## config.mk

```make
export PLATFORM = sky130hd
export DESIGN_NAME = ci_initiator_flat
export DESIGN_NICKNAME = d
export VERILOG_FILES = /design/src/rtl/ci_pkg.sv /design/src/rtl/ci_initiator_if.sv /design/src/rtl/ci_timeout_counter.sv /design/src/rtl/ci_initiator.sv /design/src/flat_wrapper.sv
export SDC_FILE = /design/constraint.sdc
export NUM_CORES = 1
export LEC_CHECK = 0
export CAP_MARGIN = 30
export CORE_MARGIN = 1
export CORE_UTILIZATION = 46
export DETAILED_ROUTE_END_ITERATION = 6
export GPL_TIMING_DRIVEN = 0
export HOLD_SLACK_MARGIN = 0.15
export PLACE_DENSITY = 0.9
export REMOVE_ABC_BUFFERS = 1
export SLEW_MARGIN = 20
export SYNTH_ARGS = -nofsm -noshare
export SYNTH_HDL_FRONTEND = slang
export SYNTH_HIERARCHICAL = 1
export SYNTH_SLANG_ARGS = --single-unit
```

## constraint.sdc

```tcl
create_clock -name clock -period 2.7 [get_ports clock]
set_input_delay 0.405 -clock clock [delete_from_list [all_inputs] [get_ports clock]]
set_output_delay 0.405 -clock clock [all_outputs]
set_load 0.01 [all_outputs]
```

## src/rtl/ci_pkg.sv

```systemverilog
// ----------------------------------------------------------------------------
// ci_pkg
// Shared definitions for the custom-instruction (CI) initiator:
//   - ci_state_e : FSM state encoding (IDLE / ISSUE / WAIT / RESP)
//   - CI_N_W     : CI identifier width
//   - CI_DATA_W  : operand / result width
//   - STRAY_W, STRAY_MAX : stray-done counter width and saturation value
//   - stray_inc  : saturating increment for the stray-done counter
// ----------------------------------------------------------------------------
package ci_pkg;

    localparam int CI_N_W    = 8;
    localparam int CI_DATA_W = 32;
    localparam int STRAY_W   = 8;

    localparam logic [STRAY_W-1:0] STRAY_MAX = 8'hFF;

    typedef enum logic [1:0] {
        ST_IDLE  = 2'd0,
        ST_ISSUE = 2'd1,
        ST_WAIT  = 2'd2,
        ST_RESP  = 2'd3
    } ci_state_e;

    function automatic logic [STRAY_W-1:0] stray_inc(input logic [STRAY_W-1:0] v);
        return (v == STRAY_MAX) ? v : v + 8'd1;
    endfunction

endpackage

```

## src/rtl/ci_initiator_if.sv

```systemverilog
// ----------------------------------------------------------------------------
// Interfaces of the CI initiator.
//
// ci_req_if : request/response channel between a request source and the
//             initiator.
//   master (request source): drives reqValid, reqN, reqValueA, reqValueB,
//                            rspReady; observes reqReady and rsp*.
//   slave  (initiator)     : the reverse.
//
// ci_bus_if : CI bus between the initiator and the CI responders.
//   master (initiator): drives ciStart, ciCke, ciN, ciValueA, ciValueB;
//                       observes ciDone, ciResult.
//   slave  (responder): the reverse.
//
// Handshake rule for both valid/ready pairs: a transfer happens on a rising
// clock edge where valid and ready are both 1. A source that raised valid
// keeps valid and its payload unchanged until that edge; ready may be raised
// or dropped at any time and does not depend on valid.
// ----------------------------------------------------------------------------
interface ci_req_if #(parameter int CNT_W = 32);
    import ci_pkg::*;

    logic                 reqValid;
    logic                 reqReady;
    logic [CI_N_W-1:0]    reqN;
    logic [CI_DATA_W-1:0] reqValueA;
    logic [CI_DATA_W-1:0] reqValueB;

    logic                 rspValid;
    logic                 rspReady;
    logic [CI_DATA_W-1:0] rspResult;
    logic                 rspTimeout;
    logic [CNT_W-1:0]     rspCycles;

    modport master (
        output reqValid, reqN, reqValueA, reqValueB, rspReady,
        input  reqReady, rspValid, rspResult, rspTimeout, rspCycles
    );

    modport slave (
        input  reqValid, reqN, reqValueA, reqValueB, rspReady,
        output reqReady, rspValid, rspResult, rspTimeout, rspCycles
    );
endinterface

interface ci_bus_if;
    import ci_pkg::*;

    logic                 ciStart;
    logic                 ciCke;
    logic [CI_N_W-1:0]    ciN;
    logic [CI_DATA_W-1:0] ciValueA;
    logic [CI_DATA_W-1:0] ciValueB;
    logic                 ciDone;
    logic [CI_DATA_W-1:0] ciResult;

    modport master (
        output ciStart, ciCke, ciN, ciValueA, ciValueB,
        input  ciDone, ciResult
    );

    modport slave (
        input  ciStart, ciCke, ciN, ciValueA, ciValueB,
        output ciDone, ciResult
    );
endinterface

```

## src/rtl/ci_timeout_counter.sv

```systemverilog
// ----------------------------------------------------------------------------
// ci_timeout_counter
// Cycle counter shared by latency measurement and timeout supervision.
// 'load' sets the count to 1 (the ciStart cycle is cycle 1); 'enable'
// increments it, saturating at all-ones. The count therefore always equals
// the 1-based index of the current transaction cycle.
// 'expired' is high once the count exceeds LIMIT, i.e. in the WAIT cycle in
// which LIMIT WAIT cycles have elapsed; LIMIT = 0 disables expiry.
//
// Ports:
//   clock, reset : clock, asynchronous active-low reset
//   load         : restart the count at 1
//   enable       : advance the count by one (saturating)
//   count        : current count
//   expired      : timeout reached (never when LIMIT = 0)
// ----------------------------------------------------------------------------
module ci_timeout_counter #(
    parameter int unsigned W     = 32,
    parameter int unsigned LIMIT = 65535
) (
    input  logic         clock,
    input  logic         reset,
    input  logic         load,
    input  logic         enable,
    output logic [W-1:0] count,
    output logic         expired
);

    localparam logic [W-1:0] LIMIT_W = W'(LIMIT);

    logic [W-1:0] count_q;
    logic [W-1:0] count_d;

    always_comb begin
        count_d = count_q;
        if (load) begin
            count_d = W'(1);
        end else if (enable && (count_q != '1)) begin
            count_d = count_q + W'(1);
        end
    end

    always_ff @(posedge clock or negedge reset) begin
        if (!reset) begin
            count_q <= '0;
        end else begin
            count_q <= count_d;
        end
    end

    assign count   = count_q;
    assign expired = (LIMIT != 0) && (count_q > LIMIT_W);

endmodule

```

## src/rtl/ci_initiator.sv

```systemverilog
// ----------------------------------------------------------------------------
// ci_initiator
// Issues one custom-instruction transaction at a time onto the CI bus,
// supervises it with a timeout, measures cycles-to-completion and counts
// ciDone pulses that arrive while no transaction is in flight.
//
// Ports:
//   clock          : system clock, rising edge
//   reset          : asynchronous active-low reset
//   req            : ci_req_if.slave  - request in, response out
//   ci             : ci_bus_if.master - CI bus towards the responders
//   strayDoneCount : saturating count of ciDone seen in IDLE or RESP
//   dbgState       : current FSM state
//
// Flow: IDLE accepts a request and registers it onto ciN/ciValueA/ciValueB;
// ISSUE is the single ciStart cycle; WAIT keeps ciCke high until ciDone or
// timeout; RESP holds the response until rspReady. ciDone on the expiry
// cycle counts as a normal completion.
// ----------------------------------------------------------------------------
module ci_initiator
    import ci_pkg::*;
#(
    parameter int unsigned timeoutCycles  = 65535,
    parameter int unsigned cycleCountBits = 32
) (
    input  logic               clock,
    input  logic               reset,
    ci_req_if.slave            req,
    ci_bus_if.master           ci,
    output logic [STRAY_W-1:0] strayDoneCount,
    output ci_state_e          dbgState
);

    ci_state_e state_q, state_d;

    logic [CI_N_W-1:0]         ci_n_q, ci_n_d;
    logic [CI_DATA_W-1:0]      ci_a_q, ci_a_d;
    logic [CI_DATA_W-1:0]      ci_b_q, ci_b_d;
    logic [CI_DATA_W-1:0]      rsp_result_q, rsp_result_d;
    logic                      rsp_timeout_q, rsp_timeout_d;
    logic [cycleCountBits-1:0] rsp_cycles_q, rsp_cycles_d;
    logic [STRAY_W-1:0]        stray_q, stray_d;

    logic                      cnt_load;
    logic                      cnt_en;
    logic [cycleCountBits-1:0] cnt_value;
    logic                      cnt_expired;

    // One counter serves both purposes: its value is the latency, and it
    // expires once timeoutCycles WAIT cycles have elapsed.
    ci_timeout_counter #(
        .W     (cycleCountBits),
        .LIMIT (timeoutCycles)
    ) u_counter (
        .clock   (clock),
        .reset   (reset),
        .load    (cnt_load),
        .enable  (cnt_en),
        .count   (cnt_value),
        .expired (cnt_expired)
    );

    always_comb begin
        state_d       = state_q;
        ci_n_d        = ci_n_q;
        ci_a_d        = ci_a_q;
        ci_b_d        = ci_b_q;
        rsp_result_d  = rsp_result_q;
        rsp_timeout_d = rsp_timeout_q;
        rsp_cycles_d  = rsp_cycles_q;
        stray_d       = stray_q;
        cnt_load      = 1'b0;
        cnt_en        = 1'b0;

        case (state_q)
            ST_IDLE: begin
                if (req.reqValid) begin
                    ci_n_d   = req.reqN;
                    ci_a_d   = req.reqValueA;
                    ci_b_d   = req.reqValueB;
                    cnt_load = 1'b1;
                    state_d  = ST_ISSUE;
                end
            end
            ST_ISSUE: begin
                cnt_en = 1'b1;
                if (ci.ciDone) begin
                    rsp_result_d  = ci.ciResult;
                    rsp_cycles_d  = cnt_value;
                    rsp_timeout_d = 1'b0;
                    state_d       = ST_RESP;
                end else begin
                    state_d = ST_WAIT;
                end
            end
            ST_WAIT: begin
                cnt_en = 1'b1;
                // ciDone is tested first so it wins on the expiry cycle.
                if (ci.ciDone) begin
                    rsp_result_d  = ci.ciResult;
                    rsp_cycles_d  = cnt_value;
                    rsp_timeout_d = 1'b0;
                    state_d       = ST_RESP;
                end else if (cnt_expired) begin
                    // Count equals timeoutCycles+1 on the expiry cycle.
                    rsp_result_d  = '0;
                    rsp_cycles_d  = cnt_value;
                    rsp_timeout_d = 1'b1;
                    state_d       = ST_RESP;
                end
            end
            ST_RESP: begin
                if (req.rspReady) begin
                    state_d = ST_IDLE;
                end
            end
            default: begin
                state_d = ST_IDLE;
            end
        endcase

        // A done with no transaction in flight carries no data; only count it.
        if (ci.ciDone && ((state_q == ST_IDLE) || (state_q == ST_RESP))) begin
            stray_d = stray_inc(stray_q);
        end
    end

    always_ff @(posedge clock or negedge reset) begin
        if (!reset) begin
            state_q       <= ST_IDLE;
            ci_n_q        <= '0;
            ci_a_q        <= '0;
            ci_b_q        <= '0;
            rsp_result_q  <= '0;
            rsp_timeout_q <= 1'b0;
            rsp_cycles_q  <= '0;
            stray_q       <= '0;
        end else begin
            state_q       <= state_d;
            ci_n_q        <= ci_n_d;
            ci_a_q        <= ci_a_d;
            ci_b_q        <= ci_b_d;
            rsp_result_q  <= rsp_result_d;
            rsp_timeout_q <= rsp_timeout_d;
            rsp_cycles_q  <= rsp_cycles_d;
            stray_q       <= stray_d;
        end
    end

    // Strobes decode straight from the state flop so an asynchronous reset
    // drops them immediately.
    assign ci.ciStart = (state_q == ST_ISSUE);
    assign ci.ciCke   = (state_q == ST_ISSUE) || (state_q == ST_WAIT);
    assign ci.ciN     = ci_n_q;
    assign ci.ciValueA = ci_a_q;
    assign ci.ciValueB = ci_b_q;

    assign req.reqReady   = (state_q == ST_IDLE);
    assign req.rspValid   = (state_q == ST_RESP);
    assign req.rspResult  = rsp_result_q;
    assign req.rspTimeout = rsp_timeout_q;
    assign req.rspCycles  = rsp_cycles_q;

    assign strayDoneCount = stray_q;
    assign dbgState       = state_q;

endmodule

```

## src/flat_wrapper.sv

```systemverilog
// flat-port wrapper written by rule: the top's interface ports become plain ports
module ci_initiator_flat import ci_pkg::*;
#(
    parameter int unsigned timeoutCycles  = 65535,
    parameter int unsigned cycleCountBits = 32
)
  (clock, reset, strayDoneCount, dbgState, req_reqValid, req_reqN, req_reqValueA, req_reqValueB, req_rspReady, req_reqReady, req_rspValid, req_rspResult, req_rspTimeout, req_rspCycles, ci_ciStart, ci_ciCke, ci_ciN, ci_ciValueA, ci_ciValueB, ci_ciDone, ci_ciResult);
  ci_req_if #(.CNT_W(32)) req_i ();
  ci_bus_if ci_i ();
  input  logic clock;
  input  logic reset;
  output logic [STRAY_W-1:0] strayDoneCount;
  output ci_state_e dbgState;
  input wire logic [$bits(req_i.reqValid)-1:0] req_reqValid;
  input wire logic [$bits(req_i.reqN)-1:0] req_reqN;
  input wire logic [$bits(req_i.reqValueA)-1:0] req_reqValueA;
  input wire logic [$bits(req_i.reqValueB)-1:0] req_reqValueB;
  input wire logic [$bits(req_i.rspReady)-1:0] req_rspReady;
  output wire logic [$bits(req_i.reqReady)-1:0] req_reqReady;
  output wire logic [$bits(req_i.rspValid)-1:0] req_rspValid;
  output wire logic [$bits(req_i.rspResult)-1:0] req_rspResult;
  output wire logic [$bits(req_i.rspTimeout)-1:0] req_rspTimeout;
  output wire logic [$bits(req_i.rspCycles)-1:0] req_rspCycles;
  output wire logic [$bits(ci_i.ciStart)-1:0] ci_ciStart;
  output wire logic [$bits(ci_i.ciCke)-1:0] ci_ciCke;
  output wire logic [$bits(ci_i.ciN)-1:0] ci_ciN;
  output wire logic [$bits(ci_i.ciValueA)-1:0] ci_ciValueA;
  output wire logic [$bits(ci_i.ciValueB)-1:0] ci_ciValueB;
  input wire logic [$bits(ci_i.ciDone)-1:0] ci_ciDone;
  input wire logic [$bits(ci_i.ciResult)-1:0] ci_ciResult;
  assign req_i.reqValid = req_reqValid;
  assign req_i.reqN = req_reqN;
  assign req_i.reqValueA = req_reqValueA;
  assign req_i.reqValueB = req_reqValueB;
  assign req_i.rspReady = req_rspReady;
  assign req_reqReady = req_i.reqReady;
  assign req_rspValid = req_i.rspValid;
  assign req_rspResult = req_i.rspResult;
  assign req_rspTimeout = req_i.rspTimeout;
  assign req_rspCycles = req_i.rspCycles;
  assign ci_ciStart = ci_i.ciStart;
  assign ci_ciCke = ci_i.ciCke;
  assign ci_ciN = ci_i.ciN;
  assign ci_ciValueA = ci_i.ciValueA;
  assign ci_ciValueB = ci_i.ciValueB;
  assign ci_i.ciDone = ci_ciDone;
  assign ci_i.ciResult = ci_ciResult;
  ci_initiator #(.timeoutCycles(timeoutCycles), .cycleCountBits(cycleCountBits)) u_core (.clock(clock), .reset(reset), .req(req_i), .ci(ci_i), .strayDoneCount(strayDoneCount), .dbgState(dbgState));
endmodule
```

==> key figures, run 1 <==
Outcome
  – Status: complete, no violations

Power
  – Int Power: 7.803 mW
  – Combinational share of power: 0.447
  – Pleak: 4.723 nW
  – P_sw: 3.834 mW
  – Clock power share: 0.188
  – Sequential share of power: 0.365
  – Peak supply drop: 0.6687 mV
  – P per Cell Area: 1053 mW/mm^2
  – Sw frac: 0.3295

Route
  – First-pass DRT Iterations: 4
  – DR WL/cell: 17.62 microns
  – DRC: 0
  – Remaining antenna violation count: 0
  – DR iter-0 viols: 180
  – Routed WL: 19550 microns
  – DR vias: 5896
  – Drt via density: 5.317

Place
  – Detailed Place HPWL: 13880 microns
  – Dpl cells: 1069
  – IO Port Bufs: 259
  – GPL Wtd Cong: 0.8174

Timing
  – Setup Skew: 0.008770 ns
  – Final Max Tran Viols: 0
  – Tmin final: 2.524 ns
  – RSZ-0062 raised after global routing: no
  – Period utilization: 0.9347
  – Setup violations, final: 0
  – Worst slew pin tran: 0.7463 ns
  – Setup TNS: 0 ns
  – Final Hold Viols: 0
  – Fmax achieved: 0.3963 GHz
  – Worst slew margin: 0.4997

Yosys
  – Post-synth top area share: 0.5875
  – Main area contributors after synthesis: dfrtp_1 (59%), mux2_2 (16%), nand2_1 (3.9%)
  – Asr flop ratio synth: 1.000
  – XOR/XNOR share of the synthesized area: 0.01838
  – Synth cell count leaders: dfrtp_1 (179), mux2_2 (108), nand2_1 (79)
  – Yosys reg bits: 179
  – Synth Area in Compound Gates: 0.06400
  – Number of flops mapped to enable cells by yosys: 0
  – Average size of a mapped cell: 12.28 sq um
  – Seq/Total Area, Yosys: 0.5875
  – Ys flop type: dfrtp_1
  – Post-synthesis mux area share: 0.1648
  – Count of warnings emitted by yosys: 6
  – Most numerous cell in the Yosys netlist: dfrtp_1
  – Largest area contributor in the netlist: dfrtp_1
  – Netlist cell types: 43
  – Adder-Cell Fraction of Synth Area: 0.01149
  – Largest family of logic cells by synthesized area: multiplexers
  – Mapped Cells: 621
  – Synth Area in Simple Gates: 0.1224
  – Cell area after synthesis: 0.007625 sq mm

Die
  – Starting Density: 0.4748
  – Die outline height: 130.7 microns
  – Die width: 130.7 microns
  – FP Rows: 46
  – Core Region: 0.01606 sq mm
  – IO Count: 260
  – Die area: 0.01709 sq mm

Global route
  – Largest net degree at the start of global routing: 94
  – Vias in the first global route: 5915
  – Grt total ovfl: 0
  – Global-route wire length before repair: 29190 microns
  – GRT Overall Usage: 0.2272
  – Initial antenna violation count: 0

Worst setup path
  – Critical Path Sink Type: register
  – CP max FO: 13
  – CP Buf/Inv Count: 1
  – CP max-delay cell: or4_4
  – CP Data Arrival Time: 2.83 ns
  – Reg-to-reg slack, setup: 0.18 ns
  – Setup CP Type: register to register
  – Max incr delay on CP: 0.66 ns
  – Critical Path Start Type: register
  – CP top delay family: simple AND/OR/NAND/NOR gates
  – CP required: 3.00 ns
  – Cell chain of the critical path: nand4_2 -> or4_4 -> o41ai_4 -> buf_6 -> nor2_1 -> mux2_4

Min path
  – Hold Path Class: register to register

Cells and area
  – Post-route insts no fill: 1109
  – Diode count: 0
  – Total Nets Final: 998
  – Layout cells sized above 1: 0.1892
  – Synth-to-Final Area Change: 44.88%

Clocking
  – CTS tree: built
  – Total CTS buffers: 17
  – H-tree levels: 4
  – Worst-skew pair later-pin latency: 0.42 ns
  – Worst-case clock buffer depth: 2
  – Clock root cell: clkbuf_16
  – Worst-path clk slew: 0.06 ns
  – Clk sinks: 179

Run
  – Max cap viols: 0
## metrics by stage
stage / hold slack, ns / util / power (mW) / setup slack (ns) / cell area (sq um)
final: 0.4807 / 0.6879 / 11.64 / 0.1764 / 11050
after global routing: 0.5056 / 0.6879 / 12.32 / 0.04711 / 11050
after CTS: 0.4866 / 0.6833 / 11.63 / 0.01086 / 10970
after detailed placement: 0.4669 / 0.6507 / 9.367 / -0.08202 / 10450
after global placement: 0.4626 / 0.6400 / 9.063 / -6.179 / 10280
after floorplan: 0.1094 / - / 6.487 / -0.9540 / 7415
## worst min-delay path, cell delays in order (launching register included)
cell and delay [ns]:
dfrtp_1 0.34, nand2_1 0.04, o21ai_0 0.06
## final cells by class
cell class,count,area (sq um)
multi-input cells,402,2943
clock buffers,20,446.7
repair buffers,274,2814
well taps,216,270.3
fillers,1135,5011
flip-flops and latches,179,4479
inverters,8,30.03
clock inverters,10,63.81
## routing by layer
metal	vias to the layer above	track usage	part of all wire
li1	2726	-	-
met1	2880	0.2412	0.37
met2	268	0.3959	0.50
met3	22	0.1026	0.11
met4	0	0.08452	0.016
met5	-	0	0
## cells by family (layout without fill, tap and decap cells)
group,after synthesis,count (layout)
adders and majority gates,7,7
AOI/OAI and AO/OA,81,82
muxes,111,111
and+or+nand+nor,186,186
DFF,179,179
buffers and inverters,41,312
xor gates and xnor gates,16,16
## state kept, by name, indices dropped and copies added (netlist names)
register,cells
u_core/ci.ciValueB,32
u_core/ci.ciValueA,32
u_core/req.rspTimeout,1
u_core/ci.ciN,8
u_core/u_counter/count,32
u_core/dbgState,2
u_core/strayDoneCount,8
u_core/req.rspResult,32
u_core/req.rspCycles,32
## cells in the final DEF, fill, tap and decap left out, types with 10 or more instances in the layout
cell             count
a21oi_1             20
nand4_1             13
clkdlybuf4s50_1    258
xnor2_1             12
nand3_1             14
nor4_1              10
nor2_1              23
clkbuf_16           17
nand2_1             79
mux2_2             108
o21ai_0             30
or4_1               10
dfrtp_1            179
o31ai_1             10
o21ai_1             12
## timing repair
| action | 4_1_cts | 5_1_grt |
|---|---|---|
| endpoints found under the hold margin | 92 | 0 |
| endpoints found under the setup margin | 14 | 23 |
| buffers inserted | 0 | 7 |
| pin swaps | 1 | 4 |
| resized for setup | 1 | 2 |
| cloned | 0 | 1 |
| hold buffers | 1 | 0 |
## power by group through the flow
stage / registers, mW / clock network, mW / logic [mW]
after floorplan: 4.64 / 0 / 1.85
after global placement: 4.22 / 0 / 4.85
after detailed placement: 4.29 / 0 / 5.08
after CTS: 4.26 / 2.26 / 5.12
after global routing: 4.38 / 2.34 / 5.59
final: 4.25 / 2.19 / 5.20
## path summary, 6_finish.rpt
path	startpoint	end	cells past startpoint
setup / recovery	u_core/u_counter/count[16]	u_core/u_counter/count[2]	6
hold / removal	u_core/req.rspResult[7]	u_core/req.rspResult[7]	2
setup reg to reg	u_core/u_counter/count[16]	u_core/u_counter/count[2]	6
hold reg to reg	u_core/req.rspResult[7]	u_core/req.rspResult[7]	2
max in group asynchronous	reset	u_core/ci.ciValueB[25]	3
min in group asynchronous	reset	u_core/strayDoneCount[4]	2
Power figures use the tool's default switching activity.
==> inputs of run 2 (changes only) <==
--- a/constraint.sdc
+++ b/constraint.sdc
@@ -3,2 +3,2 @@
 set_output_delay 0.405 -clock clock [all_outputs]
-set_load 0.01 [all_outputs]
+set_load 0.005 [all_outputs]
==> key figures, run 2 (synthesized netlist as in run 1, its figures left out) <==
Global route
  – GRT Overall Usage: 0.2272 (unchanged)
  – Vias in the first global route: 5915 (unchanged)
  – Global-route wire length before repair: 29190 microns (unchanged)
  – Grt total ovfl: 0 (unchanged)
  – Largest net degree at the start of global routing: 94 (unchanged)
  – Initial antenna violation count: 0 (unchanged)

Timing
  – Period utilization: 0.9406 (+0.005972)
  – Setup Skew: 0.008759 ns (-0.00001074 ns)
  – Worst slew margin: 0.4996 (about the same)
  – Tmin final: 2.540 ns (+0.01612 ns)
  – Setup violations, final: 0 (unchanged)
  – Final Hold Viols: 0 (unchanged)
  – Fin Hold WS: 0.4807 ns (unchanged)
  – Worst slew pin tran: 0.7466 ns (+0.0002711 ns)
  – Final Max Tran Viols: 0 (unchanged)
  – RSZ-0062 raised after global routing: no
  – Fmax achieved: 0.3937 GHz (-0.63%)

Worst setup path
  – Critical Path Start: u_core/dbgState[0]
  – R2R cell count: 6 (unchanged)
  – Max incr delay on CP: 0.60 ns (-0.06 ns)
  – FF-to-FF End: u_core/u_counter/count[2]
  – Setup CP Type: register to primary output
  – Critical Path Start Type: register
  – CP max FO: 8 (-5)
  – Critical Path Sink Type: primary output
  – Reg2reg start: u_core/u_counter/count[16]
  – CP max-delay cell: clkdlybuf4s50_1
  – CP required: 2.30 ns (-0.70 ns)
  – Cell chain of the critical path: inv_1 -> ha_1 -> clkdlybuf4s50_1
  – Reg-to-reg slack, setup: 0.18 ns (about the same)
  – CP Data Arrival Time: 2.13 ns (-0.70 ns)

Run
  – Max cap viols: 0 (unchanged)

Clocking
  – Clock root cell: clkbuf_16
  – CTS tree: built
  – Clk sinks: 179 (unchanged)
  – H-tree levels: 4 (unchanged)
  – Worst-path clk slew: 0.06 ns (about the same)
  – Worst-case clock buffer depth: 2 (unchanged)
  – Worst-skew pair later-pin latency: 0.42 ns (about the same)
  – Total CTS buffers: 17 (unchanged)

Min path
  – Worst hold endpoint: u_core/req.rspResult[7]
  – Hold Path Class: register to register
  – Hold path startpoint: u_core/req.rspResult[7]
  – Hold path depth: 2 (unchanged)

Die
  – Die area: 0.01709 sq mm (unchanged)
  – FP Rows: 46 (unchanged)
  – Starting Density: 0.4748 (unchanged)
  – Die outline height: 130.7 microns (unchanged)
  – IO Count: 260 (unchanged)
  – Core Region: 0.01606 sq mm (unchanged)
  – Die width: 130.7 microns (unchanged)

Route
  – DRC: 0 (unchanged)
  – DR iter-0 viols: 186 (+3.3%)
  – Routed WL: 19560 microns (about the same)
  – First-pass DRT Iterations: 4 (unchanged)
  – DR WL/cell: 17.64 microns (about the same)
  – Remaining antenna violation count: 0 (unchanged)
  – DR vias: 5888 (-0.14%)
  – Drt via density: 5.309 (-0.14%)

Power
  – Sw frac: 0.3082 (-0.02125)
  – Pleak: 4.724 nW (about the same)
  – Combinational share of power: 0.428 (-0.019)
  – Clock power share: 0.195 (+0.007)
  – Sequential share of power: 0.377 (+0.012)
  – Peak supply drop: 0.6401 mV (-4.3%)
  – P per Cell Area: 1019 mW/mm^2 (-3.3%)
  – P_sw: 3.468 mW (-9.5%)
  – Int Power: 7.784 mW (-0.24%)

Cells and area
  – Most frequent cells in the layout: clkdlybuf4s50_1 (258), dfrtp_1 (179), mux2_2 (108), nand2_1 (79), o21ai_0 (30)
  – Diode count: 0 (unchanged)
  – Layout cells sized above 1: 0.1881 (-0.001120)
  – Most common cell after layout, fill and taps aside: clkdlybuf4s50_1
  – Synth-to-Final Area Change: 44.85% (about the same)
  – Final cell area excluding filler cells: 0.01104 sq mm (about the same)
  – Total Nets Final: 998 (unchanged)

Place
  – DP Area: 0.01045 sq mm (unchanged)
  – GPL Wtd Cong: 0.8174 (unchanged)
  – Detailed Place HPWL: 13880 microns (unchanged)
  – IO Port Bufs: 259 (unchanged)

Outcome
  – Status: complete, no violations
## run 2: worst max-delay path, delay by kind of cell (launching register included)
kind	cells	cell delay, ns
adders and majority gates	1	0.56
DFF	1	0.44
buffers and inverters	2	0.71
## run 2: layout make-up
type	instances	area [sq um]
timing repair buffer	274	2814
fill	1135	5014
inverter	8	30.03
tap	216	270.3
sequential	179	4479
clock inverter	10	63.81
multi-input combinational	402	2940
clock buffer	20	446.7
## run 2: worst max-delay path by stage
stage / slack [ns] / end / cells past startpoint
after floorplan: -0.88 / u_core/ci.ciN[0] / 4
after global placement: -6.18 / u_core/ci.ciValueB[3] / 1
after detailed placement: -0.08 / u_core/u_counter/count[25] / 5
after CTS: 0.01 / u_core/req.rspCycles[1] / 7
after global routing: 0.006 / u_core/u_counter/count[31] / 5
final: 0.16 / ci_ciCke / 3
## run 2: per-layer routing
metal	global-route usage	part of all wire
met3	0.1026	0.11
met2	0.3959	0.50
met4	0.08452	0.016
met5	0	0
met1	0.2412	0.37
## run 2: per-stage QoR
stage,instances,worst slack (ns),utilization,total power [mW],setup TNS [ns]
after global placement,1063,-6.179,0.6400,8.687,-1436.89
after detailed placement,1069,-0.08202,0.6507,8.991,-0.4696
after CTS,1100,0.01086,0.6833,11.26,0
after global routing,1109,0.005836,0.6878,11.94,0
after floorplan,588,-0.8782,-,6.119,-129.56
final,1109,0.1603,0.6878,11.25,0
## run 2: timing repair
item                                    4_1_cts  5_1_grt
pin swaps                                     1        4
endpoints found under the setup margin       14       22
gates resized for setup                       1        1
hold buffers                                  1        0
gates cloned                                  0        1
endpoints found under the hold margin        92        0
buffers inserted                              0        7
## run 2: power groups by stage
stage	Combinational [mW]	Clock (mW)	Sequential (mW)
detailed placement	4.70	0	4.29
global placement	4.47	0	4.22
CTS	4.75	2.26	4.26
finish	4.82	2.19	4.25
floorplan	1.83	0	4.28
global route	5.21	2.34	4.38
